<file path="config.mk">
export PLATFORM = sky130hd
export DESIGN_NAME = bin2bcd_seq
export DESIGN_NICKNAME = d
export VERILOG_FILES = /design/src/rtl/bcd_pkg.sv /design/src/rtl/bcd_digit_adj.sv /design/src/rtl/bin2bcd_seq.sv
export SDC_FILE = /design/constraint.sdc
export NUM_CORES = 1
export LEC_CHECK = 0
export BUFFER_PORTS_ARGS = -buffer_cell sky130_fd_sc_hd__buf_2
export CAP_MARGIN = 25
export CORE_MARGIN = 4
export CORE_UTILIZATION = 51
export DETAILED_ROUTE_END_ITERATION = 7
export PLACE_DENSITY = 0.75
export SYNTH_ARGS = -nofsm -noshare
export SYNTH_HDL_FRONTEND = slang
export SYNTH_SLANG_ARGS = --single-unit
</file>
<file path="constraint.sdc">
create_clock -name clk -period 2 [get_ports clk]
set_input_delay 0.4 -clock clk [delete_from_list [all_inputs] [get_ports clk]]
set_output_delay 0.4 -clock clk [all_outputs]
set_load 0.05 [all_outputs]
</file>
<file path="src/rtl/bcd_pkg.sv">
// Shared constants for the sequential double-dabble BCD converter.
// State encoding plus the add-3 correction constants.
package bcd_pkg;
  typedef enum logic [1:0] {
    ST_IDLE  = 2'd0,
    ST_SHIFT = 2'd1,
    ST_DONE  = 2'd2
  } state_t;

  localparam logic [3:0] BCD_NINE   = 4'd9;
  localparam logic [3:0] ADJ_THRESH = 4'd5;
  localparam logic [3:0] ADJ_ADD    = 4'd3;
endpackage

</file>
<file path="src/rtl/bcd_digit_adj.sv">
// Per-digit double-dabble correction: add 3 when the digit is 5 or more.
// Purely combinational, no carry into the neighbouring digit.
module bcd_digit_adj
  import bcd_pkg::*;
(
  input  logic [3:0] i_digit,
  output logic [3:0] o_digit
);
  assign o_digit = (i_digit >= ADJ_THRESH) ? (i_digit + ADJ_ADD) : i_digit;
endmodule

</file>
<file path="src/rtl/bin2bcd_seq.sv">
// Iterative binary-to-BCD converter, one shift per clock, with start/done
// handshake, leading-zero blank mask and saturating overflow flag.
module bin2bcd_seq
  import bcd_pkg::*;
#(
  parameter int IN_WIDTH = 20,
  parameter int DIGITS   = 6
) (
  input  logic                  clk,
  input  logic                  reset,
  input  logic                  start,
  input  logic [IN_WIDTH-1:0]   bin_in,
  output logic                  busy,
  output logic                  done,
  output logic [4*DIGITS-1:0]   bcd_out,
  output logic [DIGITS-1:0]     blank,
  output logic                  overflow
);
  localparam int BW    = 4 * DIGITS;
  localparam int CNT_W = $clog2(IN_WIDTH + 1);

  state_t              r_state, w_state_next;
  logic [IN_WIDTH-1:0] r_shift;
  logic [BW-1:0]       r_bcd;
  logic                r_ovf;
  logic [CNT_W-1:0]    r_cnt;
  logic [BW-1:0]       r_bcd_out;
  logic [DIGITS-1:0]   r_blank;
  logic                r_overflow;

  logic [BW-1:0]       w_bcd_adj;
  logic [BW-1:0]       w_bcd_shifted;
  logic [BW-1:0]       w_bcd_final;
  logic                w_ovf_next;
  logic                w_last;
  logic                w_accept;
  logic [DIGITS:1]     w_hi_zero;
  logic [DIGITS-1:0]   w_blank;

  genvar gi;
  generate
    for (gi = 0; gi < DIGITS; gi++) begin : g_adj
      bcd_digit_adj u_adj (
        .i_digit (r_bcd[4*gi +: 4]),
        .o_digit (w_bcd_adj[4*gi +: 4])
      );
    end
  endgenerate

  // The bit leaving the top digit means the value no longer fits.
  assign w_ovf_next    = r_ovf | w_bcd_adj[BW-1];
  assign w_bcd_shifted = {w_bcd_adj[BW-2:0], r_shift[IN_WIDTH-1]};
  assign w_bcd_final   = w_ovf_next ? {DIGITS{BCD_NINE}} : w_bcd_shifted;
  assign w_last        = (r_cnt == CNT_W'(1));
  assign w_accept      = start && (r_state != ST_SHIFT);

  // Saturated all-9s result has no zero digits, so overflow never blanks.
  assign w_hi_zero[DIGITS] = 1'b1;
  assign w_blank[0]        = 1'b0;
  generate
    for (gi = 1; gi < DIGITS; gi++) begin : g_blank
      assign w_hi_zero[gi] = w_hi_zero[gi+1] & (w_bcd_final[4*gi +: 4] == 4'd0);
      assign w_blank[gi]   = w_hi_zero[gi];
    end
  endgenerate

  always_ff @(posedge clk) begin
    if (reset) r_state <= ST_IDLE;
    else       r_state <= w_state_next;
  end

  always_comb begin
    w_state_next = r_state;
    case (r_state)
      ST_IDLE:  if (w_accept) w_state_next = ST_SHIFT;
      ST_SHIFT: if (w_last)   w_state_next = ST_DONE;
      ST_DONE:  w_state_next = w_accept ? ST_SHIFT : ST_IDLE;
      default:  w_state_next = ST_IDLE;
    endcase
  end

  always_comb begin
    busy = (r_state == ST_SHIFT);
    done = (r_state == ST_DONE);
  end

  // Results are registered on the final shift so they are valid with done.
  always_ff @(posedge clk) begin
    if (reset) begin
      r_shift    <= '0;
      r_bcd      <= '0;
      r_ovf      <= 1'b0;
      r_cnt      <= '0;
      r_bcd_out  <= '0;
      r_blank    <= {{(DIGITS-1){1'b1}}, 1'b0};
      r_overflow <= 1'b0;
    end else if (r_state == ST_SHIFT) begin
      r_shift <= r_shift << 1;
      r_bcd   <= w_bcd_shifted;
      r_ovf   <= w_ovf_next;
      r_cnt   <= r_cnt - CNT_W'(1);
      if (w_last) begin
        r_bcd_out  <= w_bcd_final;
        r_blank    <= w_blank;
        r_overflow <= w_ovf_next;
      end
    end else if (w_accept) begin
      r_shift <= bin_in;
      r_bcd   <= '0;
      r_ovf   <= 1'b0;
      r_cnt   <= CNT_W'(IN_WIDTH);
    end
  end

  assign bcd_out  = r_bcd_out;
  assign blank    = r_blank;
  assign overflow = r_overflow;
endmodule

</file>
==> key figures <==
Outcome
  – Status: complete, but fails checks
  – Failing checks: negative setup slack

Placement
  – Routability Congestion: just under 0.9
  – Hpwl dp: 6680 um
  – Port Buffers: 54
  – Setup slack at placement: -0.206 ns

Floorplan
  – Starting Density: 0.523
  – Die H: approximately 94 um
  – Die area: between 8000 and 9000 um2
  – Placeable Area: 7250 um2
  – DIE WIDTH: between 90 and 100 um
  – Site row count: 31
  – Io pins: 56

Yosys
  – YS warnings: 0
  – Yosys cell types: between 40 and 50
  – Mapped Nets: roughly 480
  – Syn Std Cell Area: about 3800 um2
  – Avg Inst Size Synth: around 8.6 um2
  – Share of synthesized flip-flops with an asynchronous set or reset: 0
  – Sequential share of the synthesized area: 0.433
  – Syn Inst Count: between 400 and 500
  – FF+latch count, synth: 82
  – Most used flip-flop cell after synthesis: dfxtp_1
  – Post-synth EDFFs: 0

STA
  – Worst-margin pin slew: between 0.6 and 0.7 ns
  – Minimum clock period: around 2.1 ns
  – Fin worst setup slack: -0.141 ns
  – RSZ-0062 raised after global routing: yes
  – Final Hold Viols: 0
  – Clk_skew: a little under 0.01 ns
  – Final setup viols: 4
  – Max-slew violation count: 0
  – Slew HR: 0.597
  – Max Fclk: between 400 and 500 MHz
  – Period Utilization, post-route: 1.07

Power
  – Cell area power density: ~690 nW/um2
  – Worst vdd ir: ~0.00043 V
  – Pwr Total: around 3400 uW
  – Leakage power: around 0.0021 uW

Min path
  – Min-delay worst type: in -> reg
  – Min-delay src: bin_in[0]
  – Worst Hold End: r_shift[0]$_SDFFE_PP0P_
  – Hold Path Stages: 3

GRT
  – Overflow after GRT: 0
  – Largest net degree at the start of global routing: 31
  – First-pass GRT wire length: between 15000 and 20000 um
  – Initial antenna violation count: 0
  – Vias in the first global route: about 3500
  – Total GRT Usage: 0.229

Clocking
  – Cts hold-fix bufs: 0
  – Clock Path Buffers: 2
  – Clock tree root buffer cell: clkbuf_8
  – Skew-Pair Late Insertion Delay: between 0.3 and 0.4 ns
  – Reg clk slew, reported paths: 0.09 ns
  – Clock sinks: between 80 and 90
  – CTS Buf Count: 9
  – H-tree levels: 3
  – CTS tree: built

Setup path
  – Crit path DAT: about 2.4 ns
  – R2r setup slk: -0.14 ns
  – Highest net fanout along the worst path: 3
  – Setup crit start kind: register
  – Setup CP Type: reg -> reg
  – Reg2reg end: blank[3]$_SDFFE_PP1P_
  – Worst Path Required: ~2.3 ns
  – Reg2Reg Depth: 8
  – CP endpoint kind: register
  – Crit path from: r_bcd[21]$_SDFFE_PP0P_
  – Reg2reg start: r_bcd[21]$_SDFFE_PP0P_

Drt
  – First-pass iteration count of the detailed router: 4
  – Detail Route Antenna Nets: 0
  – Initial DRC Count: 187
  – Avg Vias per Cell: about 5.6
  – Final wirelength: between 9000 and 10000 um
  – DR vias: roughly 3600
  – DRC Markers: 0
  – Wire length per cell: between 15 and 20 um

Finish
  – Area grow syn2layout: 29.5%
  – Most common cell after layout, fill and taps aside: dfxtp_1
  – Layout cell share with drive strength beyond 1: 0.324
  – Antenna Cells: 0
  – Most frequent cells in the layout: dfxtp_1, nor2_1, buf_4
  – Nets: about 570

Flow run
  – Max-Cap Viols: 0
-- layout make-up --
cell class / count / area [um2]
flip-flops and latches: 82 / 1660
multi-input cells: 309 / 2100
fillers: 564 / 2340
well taps: 99 / 124
clock buffers: 9 / 124
clock inverters: 6 / 91.3
repair buffers: 116 / 739
inverters: 18 / 73.8
-- layer usage --
metal  up-vias  GRT usage  part of all wire
met5         -          0                 0
met4         0     0.0939             0.023
met3        23     0.0585             0.057
met2       113      0.383              0.50
met1      1717      0.280              0.42
li1       1741          -                 -
-- critical path, cell delays in order (launching register included) --
cell and delay (ns):
dfxtp_2 0.36, inv_2 0.06, ha_1 0.18, nand2b_4 0.15
a21oi_4 0.17, mux2i_1 0.13, or4b_4 0.57, or2_1 0.26
o31ai_1 0.18
-- cells by family after synthesis --
family,count (synthesis),share of synthesized area
AOI/OAI and AO/OA,113,0.195
buffers and inverters,48,0.0492
other,1,0.000989
DFF,82,0.433
xor gates and xnor gates,6,0.0139
and+or+nand+nor,148,0.190
adders and majority gates,14,0.0462
muxes,27,0.0713
-- registers in the layout (all words and copies together), names as in the netlist --
signal    cells
r_cnt         5
bcd_out      24
r_shift      20
r_state       2
overflow      1
blank         5
r_ovf         1
r_bcd        24
-- stage by stage --
step	utilization	setup TNS, ns	cells	hold slack, ns	instance area (um2)
after global placement	0.622	-0.277	615	0.469	4510
after CTS	0.666	-0.382	636	0.322	4830
final	0.677	-0.477	639	0.325	4910
after floorplan	-	-0.0862	439	0.444	3830
after detailed placement	0.622	-0.636	615	0.472	4510
after global routing	0.677	-0.712	639	0.342	4910
-- worst max path at each step --
| stage | to | slack [ns] | depth (start not counted) |
|---|---|---|---|
| 3_5_place_dp | blank[1]$_SDFFE_PP1P_ | -0.21 | 8 |
| 5_1_grt | blank[3]$_SDFFE_PP1P_ | -0.19 | 8 |
| 4_1_cts | blank[1]$_SDFFE_PP1P_ | -0.12 | 8 |
| 2_1_floorplan | blank[1]$_SDFFE_PP1P_ | -0.06 | 8 |
| 6_report | blank[3]$_SDFFE_PP1P_ | -0.14 | 8 |
| 3_3_place_gp | blank[1]$_SDFFE_PP1P_ | -0.11 | 8 |
-- report_power, final --
group	internal (uW)	switching (uW)	leakage, uW	total (uW)
Combinational	131	224	0.00136	355
Sequential	1690	38.4	0.000671	1730
Clock	699	627	0.0000979	1330
-- Yosys cell counts (all sizes together) (3+ instances only) --
cell type | instances | area share
nor2 | 64 | 0.063
a211o | 3 | 0.0069
xnor2 | 6 | 0.014
nand2b | 10 | 0.017
buf | 5 | 0.0066
mux2i | 27 | 0.071
a31oi | 5 | 0.0083
a22oi | 12 | 0.024
a21oi | 39 | 0.052
o221a | 8 | 0.024
nor3 | 10 | 0.016
ha | 14 | 0.046
nand3 | 15 | 0.020
dfxtp | 82 | 0.43
a211oi | 19 | 0.038
or4b | 3 | 0.0089
and3 | 3 | 0.0050
nor3b | 5 | 0.0099
o21ai | 18 | 0.024
nand2 | 26 | 0.026
inv | 18 | 0.018
clkbuf | 25 | 0.025
nor2b | 4 | 0.0066
-- what timing repair did --
action | in CTS | in global routing
setup buffers | 6 | 3
pin swaps | 9 | 6
gates resized for setup | 19 | 13
endpoints found under the setup margin | 4 | 6
No activity file was read; power rests on OpenSTA's default activity.
